## src/rtl/logic_unit_acc.sv

```systemverilog
// Registered bitwise logic unit with accumulator and valid/ready handshake.
// Optional LOGIC_UNIT_FLAGS_EN adds registered out_zero/out_parity outputs.
module logic_unit_acc #(
    parameter int WIDTH = 16,
    parameter int CNT_W = 8
) (
    input  logic             clk,
    input  logic             reset_n,
    input  logic             in_valid,
    output logic             in_ready,
    input  logic [WIDTH-1:0] in_a,
    input  logic [WIDTH-1:0] in_b,
    input  logic [2:0]       in_op,
    input  logic             in_acc,
    input  logic             in_last,
    output logic             out_valid,
    input  logic             out_ready,
    output logic [WIDTH-1:0] out_data,
    output logic             out_last,
    output logic [CNT_W-1:0] out_beats
`ifdef LOGIC_UNIT_FLAGS_EN
    ,
    output logic             out_zero,
    output logic             out_parity
`endif
);

    logic [WIDTH-1:0] acc;
    logic [WIDTH-1:0] opa;
    logic [WIDTH-1:0] result;
    logic [CNT_W-1:0] cnt;
    logic [CNT_W-1:0] cnt_inc;
    logic             xfer;

    assign in_ready = reset_n & (~out_valid | out_ready);
    assign xfer     = in_valid & in_ready;
    assign opa      = in_acc ? acc : in_a;
    // Counter sticks at all-ones instead of wrapping
    assign cnt_inc  = (&cnt) ? cnt : cnt + CNT_W'(1);

    always_comb begin
        result = '0;
        unique case (in_op)
            3'd0: result = opa & in_b;
            3'd1: result = opa | in_b;
            3'd2: result = opa ^ in_b;
            3'd3: result = ~(opa & in_b);
            3'd4: result = ~(opa | in_b);
            3'd5: result = ~(opa ^ in_b);
            3'd6: result = ~opa;
            3'd7: result = in_b;
        endcase
    end

    always_ff @(posedge clk or negedge reset_n) begin
        if (!reset_n) begin
            out_valid  <= 1'b0;
            out_data   <= '0;
            out_last   <= 1'b0;
            out_beats  <= '0;
            acc        <= '0;
            cnt        <= '0;
`ifdef LOGIC_UNIT_FLAGS_EN
            out_zero   <= 1'b0;
            out_parity <= 1'b0;
`endif
        end else if (xfer) begin
            out_valid  <= 1'b1;
            out_data   <= result;
            out_last   <= in_last;
            out_beats  <= cnt_inc;
            acc        <= in_last ? '0 : result;
            cnt        <= in_last ? '0 : cnt_inc;
`ifdef LOGIC_UNIT_FLAGS_EN
            out_zero   <= (result == '0);
            out_parity <= ^result;
`endif
        end else if (out_ready) begin
            out_valid  <= 1'b0;
        end
    end

endmodule

```

## config.mk

```make
export PLATFORM = sky130hd
export DESIGN_NAME = logic_unit_acc
export DESIGN_NICKNAME = d
export VERILOG_FILES = /design/src/rtl/logic_unit_acc.sv
export SDC_FILE = /design/constraint.sdc
export NUM_CORES = 1
export LEC_CHECK = 0
export BUFFER_PORTS_ARGS = -buffer_cell sky130_fd_sc_hd__buf_2
export CAP_MARGIN = 25
export CORE_ASPECT_RATIO = 0.8
export CORE_MARGIN = 4
export CORE_UTILIZATION = 50
export DETAILED_ROUTE_END_ITERATION = 6
export PLACE_DENSITY = 0.84
export SYNTH_ARGS = -nofsm -noshare
export SYNTH_HDL_FRONTEND = slang
export SYNTH_SLANG_ARGS = --single-unit
```

## constraint.sdc

```tcl
create_clock -name clk -period 1.85 [get_ports clk]
set_clock_uncertainty 0.15 [all_clocks]
set_input_delay 0.37 -clock clk [delete_from_list [all_inputs] [get_ports clk]]
set_output_delay 0.37 -clock clk [all_outputs]
set_load 0.005 [all_outputs]
```

==> summary.md <==
| Metric | Value |
|---|---|
| Status | complete, but fails checks |
| Failing checks | negative setup slack |
| Top-area cell type share of the netlist area | 28.9% |
| Dominant synthesized flop cell | dfrtp_1 |
| Htree depth | 2 |
| Crit-path cells | mux2i_4 > inv_1 > ha_2 > or3b_4 > o311ai_4 > nand2b_1 > o221ai_2 |
| Hold-fix buffers, CTS | 0 |
| FF-to-FF Start | acc[15] |
| WS Path Type | flip-flop to flip-flop |
| Worst-Skew Late Latency | 0.32 ns |
| Port Buf Inserts | 67 |
| R2R Path End | acc[15] |
| Yosys cell types | 56 |
| Die extent in y | 91.2 µm |
| Max incr delay on CP | 0.43 ns |
| TritonCTS Buffers | 5 |
| DRC errors left | 0 |
| R2r worst-path depth | 7 |
| Initial Util | 51.2% |
| Leakage | 2.54 nW |
| Post-synth EDFFs | 0 |
| Setup ws final | -0.0347 ns |
| Final Max Tran Viols | 0 |
| Sw frac | 37.6% |
| Cell taking the most area after synthesis | dfrtp_1 |
| Placed insts | 667 |
| IO Count | 68 |
| Endpoints failing setup | 6 |
| Ys Warns | 0 |
| Crit. End Element | flip-flop |
| CP max-delay cell | dfrtp_1 |
| Root buffer cell | clkbuf_8 |
| Vias in the first global route | 4379 |
| Period minus WS final | 1.88 ns |
| Dpl hpwl | 9310 µm |
| Max Buffers Root-to-Sink | 2 |
| Buf/Inv on CP | 1 |
| Met3 Use GR | 3.73% |
| Final ANT Viol Nets | 0 |
| Fin util | 69.5% |
| DIE AREA | 0.0102 mm² |
| Clock slew at the register clock pins of the worst setup and hold paths | 0.11 ns |
| Fin nets | 648 |
| # diodes | 0 |
| Max Freq | 0.531 GHz |
| Psw | 0.00141 W |
| CP Launch Point | acc[15] |
| Crit-path max FO | 3 |
| Area growth from synthesis to layout | 35.7% |
| Min-Delay Path Class | primary input to async pin |
| Via Count | 4379 |
| R2r setup slk | -0.03 ns |
| Ranking of synthesized cells by area | dfrtp_1 (29%), ha_1 (9.5%), nor2b_1 (4.3%) |
| First-pass iteration count of the detailed router | 5 |
| Clock share of power | 19.4% |
| Avg Synthesized Cell Area | 8.99 µm² |
| Req. time, crit path | 1.94 ns |
| Sequential fraction of the synthesis area | 28.9% |
| Synthesized Nets | 555 |
| GP Congestion | 0.887 |
| Routed Wire Length | 13600 µm |
| First-pass GRT wire length | 21400 µm |
| GR Util All Layers | 25.4% |
| Fin crit share | 102% |
| Initial antenna violation count | 0 |
| Peak supply drop | 352 µV |
| Met2 global-route usage | 44.5% |
| Critical Path AT | 1.98 ns |
| Crit path max-delay family | simple AND/OR/NAND/NOR gates |
| Internal | 0.00233 W |
| Clock sink total | 50 |
| Flop and latch count out of synthesis | 50 |
| Share of power burned in registers | 38.2% |
| WHS | 0.0619 ns |
| GRT overflow | 0 |
| Async set-reset flop share out of synthesis | 100% |
| P per Cell Area | 637 mW/mm² |
| RSZ-0062 raised after global routing | true |
| Leading cell type in the layout, fill and taps excluded | buf_2 |
| Most frequent cells in the layout | buf_2 (66), buf_4 (57), dfrtp_1 (50) |
| Final Hold Vio Count | 0 |
| GR peak layer | met2 |
| Iteration-0 DRC Markers | 252 |
| Final std cells w/o fill | 687 |
| Slew headroom | 55.2% |
| CP startpoint kind | flip-flop |
| Largest net degree at the start of global routing | 51 |
| Row count | 30 |
| CTS tree | done |
| Synth Instances | 481 |
| Total power | 0.00374 W |
| Max Cap Violations | 0 |
| Post-Syn Area | 0.00432 mm² |
| Via-per-instance ratio | 6.37 |
| Slew @ Worst Pin | 0.673 ns |
| Share of cells above drive strength 1 | 42.4% |
| Area of the core | 0.00845 mm² |
| Comb power frac | 42.4% |
| DIE WIDTH | 112 µm |
| WL per Instance | 19.8 µm |
| Met1 Use GR | 32.6% |
-- cell usage after synthesis, types with 15 or more instances --
master and count:
dfrtp_1 50, nand3_1 17, o221ai_1 15, inv_1 33, o211ai_1 25, mux2i_1 16, ha_1 33, o2111ai_1 15
nor2b_1 30, nand2_1 44, buf_2 23, nand2b_1 19
-- worst register-to-register path, cell delays in order (launching register included) --
cell,delay (ns)
dfrtp_1,0.43
mux2i_4,0.18
inv_1,0.07
ha_2,0.19
or3b_4,0.40
o311ai_4,0.12
nand2b_1,0.12
o221ai_2,0.14
-- routing by layer --
| metal | up-vias | share of wire (%) |
|---|---|---|
| met4 | 0 | 2.3 |
| li1 | 1984 | - |
| met2 | 209 | 50 |
| met5 | - | 0 |
| met1 | 2145 | 41 |
| met3 | 41 | 6.6 |
-- kinds of logic (layout without fill, tap and decap cells) --
| logic type | Yosys count | after routing | share of synthesized area, % |
|---|---|---|---|
| AO/OA/AOI/OAI | 140 | 140 | 26.8 |
| buffers and inverters | 82 | 176 | 9.61 |
| adder cells (fa/ha/maj) | 33 | 33 | 9.55 |
| AND/OR/NAND/NOR | 154 | 154 | 19.9 |
| XOR/XNOR | 3 | 3 | 0.608 |
| multiplexers | 19 | 19 | 4.57 |
| flip-flops | 50 | 50 | 28.9 |
-- worst max-delay path by stage --
stage                        to  depth (start not counted)
floorplan                acc[5]                          9
global placement    out_data[2]                          9
detailed placement       acc[3]                          8
CTS                 out_data[7]                          7
global route            acc[15]                          7
finish                  acc[15]                          7
-- through the flow --
step	worst slack, ns	instance area (µm²)	setup TNS [ns]
after floorplan	-0.208	4530	-4.31
after global placement	-0.332	5220	-9.29
after detailed placement	-0.514	5220	-12.89
after CTS	-0.0530	5490	-0.101
after global routing	-0.0893	5870	-0.913
final	-0.0347	5870	-0.118
-- sequential cells by signal, indices dropped and copies added, names as in the netlist --
name	cells
acc	16
out_data	16
cnt	8
out_beats	8
out_last	1
out_valid	1
-- timing repair --
| action | in CTS | in global routing |
|---|---|---|
| pin swaps | 12 | 36 |
| buffers inserted | 3 | 9 |
| resized for setup | 24 | 57 |
| endpoints found under the setup margin | 30 | 33 |
-- power by group through the flow --
stage	sequential [W]	combinational (W)	clock, W
after floorplan	0.00142	0.000830	0
after global placement	0.00143	0.00124	0
after detailed placement	0.00143	0.00133	0
after CTS	0.00142	0.00140	0.000740
after global routing	0.00145	0.00172	0.000785
final	0.00143	0.00159	0.000725
-- final cells by class --
class	count	area [µm²]
multi-input cells	349	3300
repair buffers	133	945
fillers	599	2580
clock inverters	3	28.8
clock buffers	5	68.8
well taps	112	140
flip-flops and latches	50	1250
inverters	35	134
No activity file was read; power rests on OpenSTA's default activity.
